`src/rtl/abstract_cmd_executor_pkg.sv`:
```
// -----------------------------------------------------------------------------
// DM package: shared debug-module types for the abstract command executor.
//
// Contents:
//   MaxAar        - first aarsize encoding this 32-bit debug module cannot
//                   service (3 = 64-bit access).
//   cmdtype_e     - abstract command type field of the `command` register.
//   command_t     - raw layout of the `command` register.
//   cmderr_e      - abstractcs.cmderr encodings.
//   size_extend() - keeps the low 8/16/32 bits of a word selected by aarsize
//                   and zero-fills the rest.
// -----------------------------------------------------------------------------
package DM;

    localparam int unsigned MaxAar = 3;

    typedef enum logic [7:0] {
        AccessRegister = 8'h00,
        QuickAccess    = 8'h01,
        AccessMemory   = 8'h02
    } cmdtype_e;

    typedef struct packed {
        cmdtype_e    cmdtype;
        logic [23:0] control;
    } command_t;

    typedef enum logic [2:0] {
        NONE       = 3'd0,
        BUSY       = 3'd1,
        NOTSUP     = 3'd2,
        EXCEPTION  = 3'd3,
        HALTRESUME = 3'd4,
        BUS        = 3'd5,
        OTHER      = 3'd7
    } cmderr_e;

    // The same operation serves as write-data masking and read-data
    // zero-extension, since both keep only the low aarsize bytes.
    function automatic logic [31:0] size_extend(input logic [31:0] value,
                                                input logic [2:0]  size);
        logic [31:0] result;
        case (size)
            3'd0:    result = {24'h000000, value[7:0]};
            3'd1:    result = {16'h0000, value[15:0]};
            default: result = value;
        endcase
        return result;
    endfunction

endpackage

```
`src/rtl/abstract_cmd_executor_if.sv`:
```
// -----------------------------------------------------------------------------
// abstract_cmd_executor_if: hart-side port of the abstract command executor.
//
// Register access port:
//   reg_req / reg_we / reg_addr / reg_wdata   executor -> hart
//   reg_gnt / reg_rvalid / reg_err / reg_rdata hart -> executor
// Program-buffer execution port:
//   exec_req                                   executor -> hart
//   exec_ack / exec_done / exec_exception      hart -> executor
//
// Modports: master = executor side, slave = hart side.
// -----------------------------------------------------------------------------
interface abstract_cmd_executor_if;

    logic        reg_req;
    logic        reg_we;
    logic [15:0] reg_addr;
    logic [31:0] reg_wdata;
    logic        reg_gnt;
    logic        reg_rvalid;
    logic        reg_err;
    logic [31:0] reg_rdata;

    logic        exec_req;
    logic        exec_ack;
    logic        exec_done;
    logic        exec_exception;

    modport master (
        output reg_req, reg_we, reg_addr, reg_wdata, exec_req,
        input  reg_gnt, reg_rvalid, reg_err, reg_rdata,
        input  exec_ack, exec_done, exec_exception
    );

    modport slave (
        input  reg_req, reg_we, reg_addr, reg_wdata, exec_req,
        output reg_gnt, reg_rvalid, reg_err, reg_rdata,
        output exec_ack, exec_done, exec_exception
    );

endinterface

```
`src/rtl/abstract_cmd_executor.sv`:
```
// -----------------------------------------------------------------------------
// abstract_cmd_executor: runs decoded Access Register abstract commands.
//
// Owns abstractcs.busy / abstractcs.cmderr. An accepted command performs one
// register transfer through the hart register port, optionally launches
// program-buffer execution, and writes read data back into data0.
//
// Ports:
//   clk_i, rst_i          clock, asynchronous active-high reset
//   cmd_valid_i ..        decoded command (type, aarsize, postexec, transfer,
//   unsupported_i         write, regno) and decoder "unsupported" verdict
//   hart_halted_i         selected hart is halted
//   dmi_busy_access_i     DMI touched data/progbuf/command while busy
//   cmderr_clear_i        W1C mask from an abstractcs write
//   data0_i / data0_o     current data0 / write-back value
//   data0_we_o            one-cycle write-back strobe
//   busy_o, cmderr_o      abstractcs status
//   hart_port             register access and program-buffer execution port
// All outputs are registered.
// -----------------------------------------------------------------------------
module abstract_cmd_executor
    import DM::*;
(
    input  logic                    clk_i,
    input  logic                    rst_i,

    input  logic                    cmd_valid_i,
    input  cmdtype_e                cmd_type_i,
    input  logic [2:0]              aarsize_i,
    input  logic                    postexec_i,
    input  logic                    transfer_i,
    input  logic                    write_i,
    input  logic [15:0]             regno_i,
    input  logic                    unsupported_i,
    input  logic                    hart_halted_i,
    input  logic                    dmi_busy_access_i,
    input  logic [2:0]              cmderr_clear_i,

    input  logic [31:0]             data0_i,
    output logic [31:0]             data0_o,
    output logic                    data0_we_o,
    output logic                    busy_o,
    output logic [2:0]              cmderr_o,

    abstract_cmd_executor_if.master hart_port
);

    typedef enum logic [2:0] {
        StIdle,
        StReq,
        StResp,
        StExec,
        StWait
    } state_e;

    state_e      state_q, state_d;

    logic        write_q, write_d;
    logic        postexec_q, postexec_d;
    logic [2:0]  aarsize_q, aarsize_d;
    logic [15:0] regno_q, regno_d;

    logic        busy_q, busy_d;
    logic [2:0]  cmderr_q, cmderr_d;
    logic        reg_req_q, reg_req_d;
    logic        reg_we_q, reg_we_d;
    logic [15:0] reg_addr_q, reg_addr_d;
    logic [31:0] reg_wdata_q, reg_wdata_d;
    logic        exec_req_q, exec_req_d;
    logic [31:0] data0_q, data0_d;
    logic        data0_we_q, data0_we_d;

    cmderr_e     err_set;
    logic        cmd_unsupported;

    // Anything other than a 32-bit-or-narrower Access Register is refused.
    assign cmd_unsupported = unsupported_i
                           || (cmd_type_i != AccessRegister)
                           || (transfer_i && (aarsize_i >= 3'(MaxAar)));

    // State register plus every registered output.
    always_ff @(posedge clk_i or posedge rst_i) begin
        if (rst_i) begin
            state_q     <= StIdle;
            write_q     <= 1'b0;
            postexec_q  <= 1'b0;
            aarsize_q   <= 3'd0;
            regno_q     <= 16'h0000;
            busy_q      <= 1'b0;
            cmderr_q    <= 3'd0;
            reg_req_q   <= 1'b0;
            reg_we_q    <= 1'b0;
            reg_addr_q  <= 16'h0000;
            reg_wdata_q <= 32'h0000_0000;
            exec_req_q  <= 1'b0;
            data0_q     <= 32'h0000_0000;
            data0_we_q  <= 1'b0;
        end else begin
            state_q     <= state_d;
            write_q     <= write_d;
            postexec_q  <= postexec_d;
            aarsize_q   <= aarsize_d;
            regno_q     <= regno_d;
            busy_q      <= busy_d;
            cmderr_q    <= cmderr_d;
            reg_req_q   <= reg_req_d;
            reg_we_q    <= reg_we_d;
            reg_addr_q  <= reg_addr_d;
            reg_wdata_q <= reg_wdata_d;
            exec_req_q  <= exec_req_d;
            data0_q     <= data0_d;
            data0_we_q  <= data0_we_d;
        end
    end

    // Next-state logic. Command fields are latched only on acceptance, so a
    // command arriving while busy can never disturb the running one.
    always_comb begin
        state_d    = state_q;
        write_d    = write_q;
        postexec_d = postexec_q;
        aarsize_d  = aarsize_q;
        regno_d    = regno_q;
        err_set    = NONE;

        case (state_q)
            StIdle: begin
                if (cmd_valid_i && (cmderr_q == NONE)) begin
                    if (cmd_unsupported) begin
                        err_set = NOTSUP;
                    end else if (!hart_halted_i) begin
                        err_set = HALTRESUME;
                    end else if (transfer_i) begin
                        state_d    = StReq;
                        write_d    = write_i;
                        postexec_d = postexec_i;
                        aarsize_d  = aarsize_i;
                        regno_d    = regno_i;
                    end else if (postexec_i) begin
                        state_d = StExec;
                    end
                end
            end
            StReq: begin
                if (reg_req_q && hart_port.reg_gnt) begin
                    state_d = StResp;
                end
            end
            StResp: begin
                if (hart_port.reg_rvalid) begin
                    if (hart_port.reg_err) begin
                        err_set = EXCEPTION;
                        state_d = StIdle;
                    end else if (postexec_q) begin
                        state_d = StExec;
                    end else begin
                        state_d = StIdle;
                    end
                end
            end
            StExec: begin
                if (exec_req_q && hart_port.exec_ack) begin
                    state_d = StWait;
                end
            end
            StWait: begin
                if (hart_port.exec_done) begin
                    state_d = StIdle;
                    if (hart_port.exec_exception) begin
                        err_set = EXCEPTION;
                    end
                end
            end
            default: begin
                state_d = StIdle;
            end
        endcase

        // A hart-reported fault in the same cycle takes precedence over a busy hit.
        if ((state_q != StIdle) && (cmd_valid_i || dmi_busy_access_i)
                && (err_set == NONE)) begin
            err_set = BUSY;
        end
    end

    // Output logic: registered outputs are derived from the next state so they
    // line up with the state they describe.
    always_comb begin
        busy_d      = (state_d != StIdle);
        reg_req_d   = (state_d == StReq);
        reg_we_d    = reg_req_d && write_d;
        reg_addr_d  = reg_req_d ? regno_d : 16'h0000;
        reg_wdata_d = reg_req_d ? size_extend(data0_i, aarsize_d) : 32'h0000_0000;
        exec_req_d  = (state_d == StExec);

        data0_we_d  = (state_q == StResp) && hart_port.reg_rvalid
                    && !hart_port.reg_err && !write_q;
        data0_d     = data0_we_d ? size_extend(hart_port.reg_rdata, aarsize_q)
                                 : data0_q;

        // Clear first, then a fresh error wins over the clear; an existing
        // error is never replaced by another one.
        cmderr_d = cmderr_q & ~cmderr_clear_i;
        if ((err_set != NONE) && (cmderr_q == NONE)) begin
            cmderr_d = err_set;
        end
    end

    assign busy_o     = busy_q;
    assign cmderr_o   = cmderr_q;
    assign data0_o    = data0_q;
    assign data0_we_o = data0_we_q;

    assign hart_port.reg_req   = reg_req_q;
    assign hart_port.reg_we    = reg_we_q;
    assign hart_port.reg_addr  = reg_addr_q;
    assign hart_port.reg_wdata = reg_wdata_q;
    assign hart_port.exec_req  = exec_req_q;

endmodule

```
`src/flat_wrapper.sv`:
```
// flat-port wrapper written by rule: the top's interface ports become plain ports
module abstract_cmd_executor_flat import DM::*;
  (clk_i, rst_i, cmd_valid_i, cmd_type_i, aarsize_i, postexec_i, transfer_i, write_i, regno_i, unsupported_i, hart_halted_i, dmi_busy_access_i, cmderr_clear_i, data0_i, data0_o, data0_we_o, busy_o, cmderr_o, hart_port_reg_req, hart_port_reg_we, hart_port_reg_addr, hart_port_reg_wdata, hart_port_exec_req, hart_port_reg_gnt, hart_port_reg_rvalid, hart_port_reg_err, hart_port_reg_rdata, hart_port_exec_ack, hart_port_exec_done, hart_port_exec_exception);
  abstract_cmd_executor_if hart_port_i ();
  input  logic clk_i;
  input  logic rst_i;
  input  logic cmd_valid_i;
  input  cmdtype_e cmd_type_i;
  input  logic [2:0] aarsize_i;
  input  logic postexec_i;
  input  logic transfer_i;
  input  logic write_i;
  input  logic [15:0] regno_i;
  input  logic unsupported_i;
  input  logic hart_halted_i;
  input  logic dmi_busy_access_i;
  input  logic [2:0] cmderr_clear_i;
  input  logic [31:0] data0_i;
  output logic [31:0] data0_o;
  output logic data0_we_o;
  output logic busy_o;
  output logic [2:0] cmderr_o;
  output wire logic [$bits(hart_port_i.reg_req)-1:0] hart_port_reg_req;
  output wire logic [$bits(hart_port_i.reg_we)-1:0] hart_port_reg_we;
  output wire logic [$bits(hart_port_i.reg_addr)-1:0] hart_port_reg_addr;
  output wire logic [$bits(hart_port_i.reg_wdata)-1:0] hart_port_reg_wdata;
  output wire logic [$bits(hart_port_i.exec_req)-1:0] hart_port_exec_req;
  input wire logic [$bits(hart_port_i.reg_gnt)-1:0] hart_port_reg_gnt;
  input wire logic [$bits(hart_port_i.reg_rvalid)-1:0] hart_port_reg_rvalid;
  input wire logic [$bits(hart_port_i.reg_err)-1:0] hart_port_reg_err;
  input wire logic [$bits(hart_port_i.reg_rdata)-1:0] hart_port_reg_rdata;
  input wire logic [$bits(hart_port_i.exec_ack)-1:0] hart_port_exec_ack;
  input wire logic [$bits(hart_port_i.exec_done)-1:0] hart_port_exec_done;
  input wire logic [$bits(hart_port_i.exec_exception)-1:0] hart_port_exec_exception;
  assign hart_port_reg_req = hart_port_i.reg_req;
  assign hart_port_reg_we = hart_port_i.reg_we;
  assign hart_port_reg_addr = hart_port_i.reg_addr;
  assign hart_port_reg_wdata = hart_port_i.reg_wdata;
  assign hart_port_exec_req = hart_port_i.exec_req;
  assign hart_port_i.reg_gnt = hart_port_reg_gnt;
  assign hart_port_i.reg_rvalid = hart_port_reg_rvalid;
  assign hart_port_i.reg_err = hart_port_reg_err;
  assign hart_port_i.reg_rdata = hart_port_reg_rdata;
  assign hart_port_i.exec_ack = hart_port_exec_ack;
  assign hart_port_i.exec_done = hart_port_exec_done;
  assign hart_port_i.exec_exception = hart_port_exec_exception;
  abstract_cmd_executor u_core (.clk_i(clk_i), .rst_i(rst_i), .cmd_valid_i(cmd_valid_i), .cmd_type_i(cmd_type_i), .aarsize_i(aarsize_i), .postexec_i(postexec_i), .transfer_i(transfer_i), .write_i(write_i), .regno_i(regno_i), .unsupported_i(unsupported_i), .hart_halted_i(hart_halted_i), .dmi_busy_access_i(dmi_busy_access_i), .cmderr_clear_i(cmderr_clear_i), .data0_i(data0_i), .data0_o(data0_o), .data0_we_o(data0_we_o), .busy_o(busy_o), .cmderr_o(cmderr_o), .hart_port(hart_port_i));
endmodule
```
`config.mk`:
```
export PLATFORM = sky130hd
export DESIGN_NAME = abstract_cmd_executor_flat
export DESIGN_NICKNAME = d
export VERILOG_FILES = /design/src/rtl/abstract_cmd_executor_pkg.sv /design/src/rtl/abstract_cmd_executor_if.sv /design/src/rtl/abstract_cmd_executor.sv /design/src/flat_wrapper.sv
export SDC_FILE = /design/constraint.sdc
export NUM_CORES = 1
export LEC_CHECK = 0
export BUFFER_PORTS_ARGS = -buffer_cell sky130_fd_sc_hd__buf_2
export CAP_MARGIN = 10
export CORE_ASPECT_RATIO = 1.5
export CORE_UTILIZATION = 49
export CTS_BUF_LIST = sky130_fd_sc_hd__clkbuf_8
export CTS_CLUSTER_DIAMETER = 200
export CTS_CLUSTER_SIZE = 40
export DETAILED_ROUTE_END_ITERATION = 6
export GPL_TIMING_DRIVEN = 0
export PLACE_DENSITY_LB_ADDON = 0.3
export SYNTH_ARGS = -nofsm -noshare
export SYNTH_HDL_FRONTEND = slang
export SYNTH_SLANG_ARGS = --single-unit
export TNS_END_PERCENT = 10
```
`constraint.sdc`:
```
create_clock -name clk_i -period 3.35 [get_ports clk_i]
set_input_delay 0 -clock clk_i [delete_from_list [all_inputs] [get_ports clk_i]]
set_output_delay 0 -clock clk_i [all_outputs]
set_load 0.02 [all_outputs]
```
# Word-level counts from Yosys, hierarchy flattened
# Cells that the tools add are included.
totals:
  reg_bits: 112
op_classes:
  n_lt_le_gt_ge: 1
  n_eq_ne: 8
  mux: 41
  bitwise: 3
  n_reduce_logical: 26
ops:
  columns: ["operator", "n"]
  rows:
  - ["$pmux 32 s2", 2]
  - ["$mux 16", 6]
  - ["$mux 3", 22]
  - ["$mux 32", 1]
  - ["$logic_not 3->1", 5]
  - ["$pmux 3 s5", 1]
  - ["$eq 3x1->1 const B", 4]
  - ["$logic_and 1x1->1", 11]
  - ["$eq 3x2->1 const B", 3]
  - ["$pmux 3 s3", 1]
  - ["$reduce_bool 3->1", 3]
  - ["$reduce_bool 8->1", 1]
  - ["$mux 2", 3]
  - ["$mux 1", 5]
  - ["$reduce_and 5->1", 1]
  - ["$and 3x3->3", 1]
  - ["$eq 3x3->1 const B", 1]
  - ["$ge 3x2->1 const B", 1]
  - ["$logic_or 1x1->1", 3]
  - ["$not 3->3", 1]
  - ["$logic_not 1->1", 2]
  - ["$not 1->1", 1]

# Logic depth before layout (Yosys ltp)
depth:
  word_depth: 12
  mapped_depth: 7
  mapped_depth_nobuf: 5

# Worst setup path after synthesis
# Ideal clock, no wire load.
synth_path:
  kind: "flip-flop to flip-flop"
  start: "register u_core.state_q[0]"
  end: "register u_core.reg_addr_q[1], in the netlist u_core.hart_port.reg_addr[1]"
  setup_time_ns: 0.121
  arrival_time_ns: 1.997
  t_required_ns: 3.229
  setup_slack_ns: 1.231
  path_stages_with_launch: 8
  n_path_buf: 2
  period_less_slack_ns: 2.119
  path_cell_list: "dfrtp_1 -> buf_6 -> or4b_4 -> nor3_4 -> nand4b_4 -> buf_6 -> mux2_4 -> nor2b_4"
synth_between:
  word_cells_on_any_way: 18
  cone_classes: "eq/ne: 5; mux: 12; reduce/logical: 1"
synth_lines:
  columns: ["item", "line", "rtl"]
  rows:
  - ["from (decl)", "abstract_cmd_executor.sv:56", "state_e state_q, state_d;"]
  - ["from (signal assigned)", "abstract_cmd_executor.sv:84", "state_q <= StIdle;"]
  - ["from (signal assigned)", "abstract_cmd_executor.sv:99", "state_q <= state_d;"]
  - ["$logic_not 3->1", "abstract_cmd_executor.sv:126", "case (state_q)"]
  - ["$mux 16", "abstract_cmd_executor.sv:126", null]
  - ["named net u_core.regno_d[1]", "abstract_cmd_executor.sv:61", "logic [15:0] regno_q, regno_d;"]
  - ["$mux 16", "abstract_cmd_executor.sv:192", "reg_addr_d = reg_req_d ? regno_d : 16'h0000;"]
  - ["named net u_core.reg_addr_d[1]", "abstract_cmd_executor.sv:67", "logic [15:0] reg_addr_q, reg_addr_d;"]
  - ["to (signal assigned)", "abstract_cmd_executor.sv:108", "reg_addr_q <= reg_addr_d;"]
  - ["to (decl)", "abstract_cmd_executor.sv:67", null]
# The timed path passes the listed nets, and every way through them passes these cells.
# A chain may end at the register's enable or synchronous reset.

# Worst setup path in the final report
layout_path:
  start: "register u_core.state_q[1]"
  end: "register u_core.reg_wdata_q[23], in the netlist u_core.hart_port.reg_wdata[23]"
layout_between:
  elab_chain_cells: 8
  word_cells_on_any_way: 21
  cone_classes: "eq/ne: 6; mux: 13; reduce/logical: 2"
layout_lines:
  columns: ["item", "line", "rtl"]
  rows:
  - ["$mux 3", "abstract_cmd_executor.sv:139", "end else if (postexec_i) begin"]
  - ["$mux 3", "abstract_cmd_executor.sv:133", "end else if (transfer_i) begin"]
  - ["$mux 3", "abstract_cmd_executor.sv:131", "end else if (!hart_halted_i) begin"]
  - ["$mux 3", "abstract_cmd_executor.sv:129", "if (cmd_unsupported) begin"]
  - ["$mux 3", "abstract_cmd_executor.sv:128", "if (cmd_valid_i && (cmderr_q == NONE)) begin"]
  - ["$pmux 3 s5", "abstract_cmd_executor.sv:126", null]
  - ["$eq 3x1->1", "abstract_cmd_executor.sv:190", "reg_req_d = (state_d == StReq);"]
  - ["$mux 32 *", "abstract_cmd_executor.sv:193", "reg_wdata_d = reg_req_d ? size_extend(data0_i, aarsize_d) : 32'h0000_0000;"]
  - ["named net u_core.reg_wdata_d[23]", "abstract_cmd_executor.sv:68", "logic [31:0] reg_wdata_q, reg_wdata_d;"]
  - ["to (signal assigned)", "abstract_cmd_executor.sv:109", "reg_wdata_q <= reg_wdata_d;"]
  - ["to (decl)", "abstract_cmd_executor.sv:68", null]
# Mark *: on every way through the listed nets, which the timed path passes. The rest lies on a longest branch.

==> results.ini <==
[final_layout]
multi_input_area_um2 = 1540
drive_above_1_share_pct = 37.6
most-common-layout-cells = buf_2, dfrtp_1, dlygate4sd3_1
ff_latch_area_um2 = 2800
diodes = 0
final_nets = 799
num-fill-cells = 560
stdcell_count = 805
area_growth_pct = 49.9
final_common_cell = buf_2

[cts]
cts_made_buffers = 9
cts-htree-levels = 3
ctsLongestPathBuffers = 2
insertion_delay_ns = 0.37
tritoncts = done
numClockSinks = 112
cts_root_buf = clkbuf_8
cts_resized = 0
cts_setup_buffers = 0
clk_pin_slew_worst_paths_ns = 0.10
hold_buffers = 89

[yosys]
async_flop_share_pct = 100
synthesis.nets = 502
synth_cell_types = 45
synth_edf_count = 0
yosys_most_used_dff = dfrtp_1
seq_area_frac_synth_pct = 62.0
yosysWarnings = 0
syn_area_um2 = 4520
ys_ff_latch = 112
postSynthAreaPerCell_um2 = 11.5
syn_inst = 393

[timing]
period_needed_ns = 2.38
holdWs_ns = 0.0799
worstMarginPinSlew_ns = 0.643
fin_skew_ns = 0.0154
maxSlewHeadroom_pct = 57.1
fmax_ghz = 0.420
grt_setup_unrepaired = no
hold_viol_final = 0
setup_violations = 0
fin_crit_sh_pct = 71.1
setup_tns_ns = 0
slew_viol_final = 0

[critical_path]
worst_ep_arrival_time_ns = 2.67
r2r-start = u_core.state_q[1]
end_kind = flop
r2r_cells = 6
worst-path-max-fanout = 10
regToRegSetupSlack_ns = 0.97
critPathKind = reg2reg
start_kind = flop
critical_path_required_ns = 3.64
r2r_end = u_core.hart_port.reg_wdata[23]

[floorplanning]
start_util_pct = 50.9
io_pins = 197
die_height_um = 120
dieArea_um2 = 9610
rows = 42
die_width_um = 80.4
core_um2 = 8880

[run_status]
status = finished clean

[placement]
dp.cells = 700
hpwl_um = 8090
gp_congestion = 0.793
portBuffers = 196

[min_path]
hp-class = in2reg
holdCritStartpoint = hart_halted_i
min_to = u_core.aarsize_q[1]
holdPathStages = 4

[global_route]
grt_pass1_vias = 4348
grt_pass1_wl_um = 20300
grt_util_all_layers_pct = 28.0
grt_antenna_before_repair = 0
grt_max_degree = 76
overflow = 0

[power_and_ir_drop]
p_per_area_nw_per_um2 = 359
p_leak_nw = 3.62
ir_drop_mv = 0.358

[detailed_routing]
drt_pass1_iterations = 4
ant_nets = 0
vias_per_cell = 5.01
wirelength_um = 12900
drt_iter0_drc = 176
via_count = 4030
drc = 0
wl_per_cell_um = 16.0

[flow_run]
cap_violations = 0

-- layout make-up --
cell class	instances	area share (%)
Tap cell	110	2.03
Sequential cell	112	41.4
Buffer	18	1.55
Clock inverter	5	0.942
Clock buffer	11	2.24
Timing Repair Buffer	286	28.0
Multi-Input combinational cell	244	22.7
Inverter	19	1.09
-- critical path, stage by stage, from the launching register on --
cell     delay (ns)
dfrtp_1        0.47
or4b_4         0.59
nor3_4         0.26
a41o_1         0.39
buf_2          0.28
nand3_1        0.14
nor2_1         0.17
-- synth_stat cells (2+ instances only) --
master | number | share of area [%]
nand4b_1 | 2 | 0.39
mux2_4 | 14 | 4.7
buf_6 | 4 | 1.0
buf_2 | 3 | 0.33
nor3b_1 | 9 | 1.5
a31oi_1 | 2 | 0.28
nor3_1 | 3 | 0.33
dfrtp_1 | 112 | 62
or3_1 | 3 | 0.42
clkbuf_1 | 9 | 0.75
o21ai_0 | 28 | 3.1
nor2b_1 | 7 | 0.97
nor2b_4 | 14 | 4.3
nor2_1 | 30 | 2.5
a21oi_1 | 2 | 0.22
o22ai_1 | 2 | 0.28
inv_1 | 18 | 1.5
nand3_1 | 21 | 2.3
and2_1 | 3 | 0.42
mux2_2 | 3 | 0.75
nand2_1 | 80 | 6.6
-- registers in the layout (all words and copies together) (netlist names) --
signal,cells
u_core.data0_o,32
u_core.hart_port.reg_wdata,32
u_core.hart_port.reg_addr,16
u_core.regno_q,16
u_core.aarsize_q,3
u_core.cmderr_o,3
u_core.state_q,3
u_core.busy_o,1
u_core.data0_we_o,1
u_core.hart_port.exec_req,1
u_core.hart_port.reg_req,1
u_core.hart_port.reg_we,1
u_core.postexec_q,1
u_core.write_q,1
-- metrics by stage --
step / area, µm² / worst slack [ns] / utilization, % / total power, mW
3_5_place_dp: 5670 / 1.07 / 63.8 / 1.52
2_1_floorplan: 4520 / 0.391 / - / 1.44
3_3_place_gp: 5640 / -0.716 / 63.5 / 1.51
6_report: 6770 / 0.970 / 76.2 / 2.43
4_1_cts: 6770 / 1.05 / 76.2 / 2.44
5_1_grt: 6770 / 0.838 / 76.2 / 2.51
-- per-layer routing --
metal	GRT usage (%)	wire, µm	up-vias
li1	-	-	1884
met1	28.4	4590	1920
met2	52.4	7070	187
met3	6.84	839	39
met4	12.4	398	0
met5	0	0	-
-- power by group --
| part | switching (mW) | internal (mW) |
|---|---|---|
| combinational | 0.0910 | 0.132 |
| sequential | 0.00287 | 1.35 |
| clock | 0.455 | 0.393 |
| total | 0.549 | 1.88 |
-- cells by family after synthesis --
kind of cell | synth area share (%)
flip-flops | 62.0
multiplexers | 5.62
AND/OR/NAND/NOR | 23.0
buffers and inverters | 3.91
AO/OA/AOI/OAI | 5.43
-- how the worst max path moves through the flow --
| stage | startpoint | slack, ns | to | cells past startpoint |
|---|---|---|---|---|
| 5_1_grt | u_core.state_q[1] | 0.84 | u_core.hart_port.reg_wdata[31] | 6 |
| 3_5_place_dp | u_core.state_q[0] | 1.07 | u_core.hart_port.reg_wdata[20] | 7 |
| 2_1_floorplan | rst_i | 0.39 | u_core.aarsize_q[0] | 1 |
| 3_3_place_gp | rst_i | -0.72 | u_core.data0_o[22] | 2 |
| 6_report | u_core.state_q[1] | 0.97 | u_core.hart_port.reg_wdata[23] | 6 |
| 4_1_cts | u_core.state_q[1] | 1.05 | u_core.hart_port.reg_wdata[20] | 6 |
(Power assumes the default switching activity.)
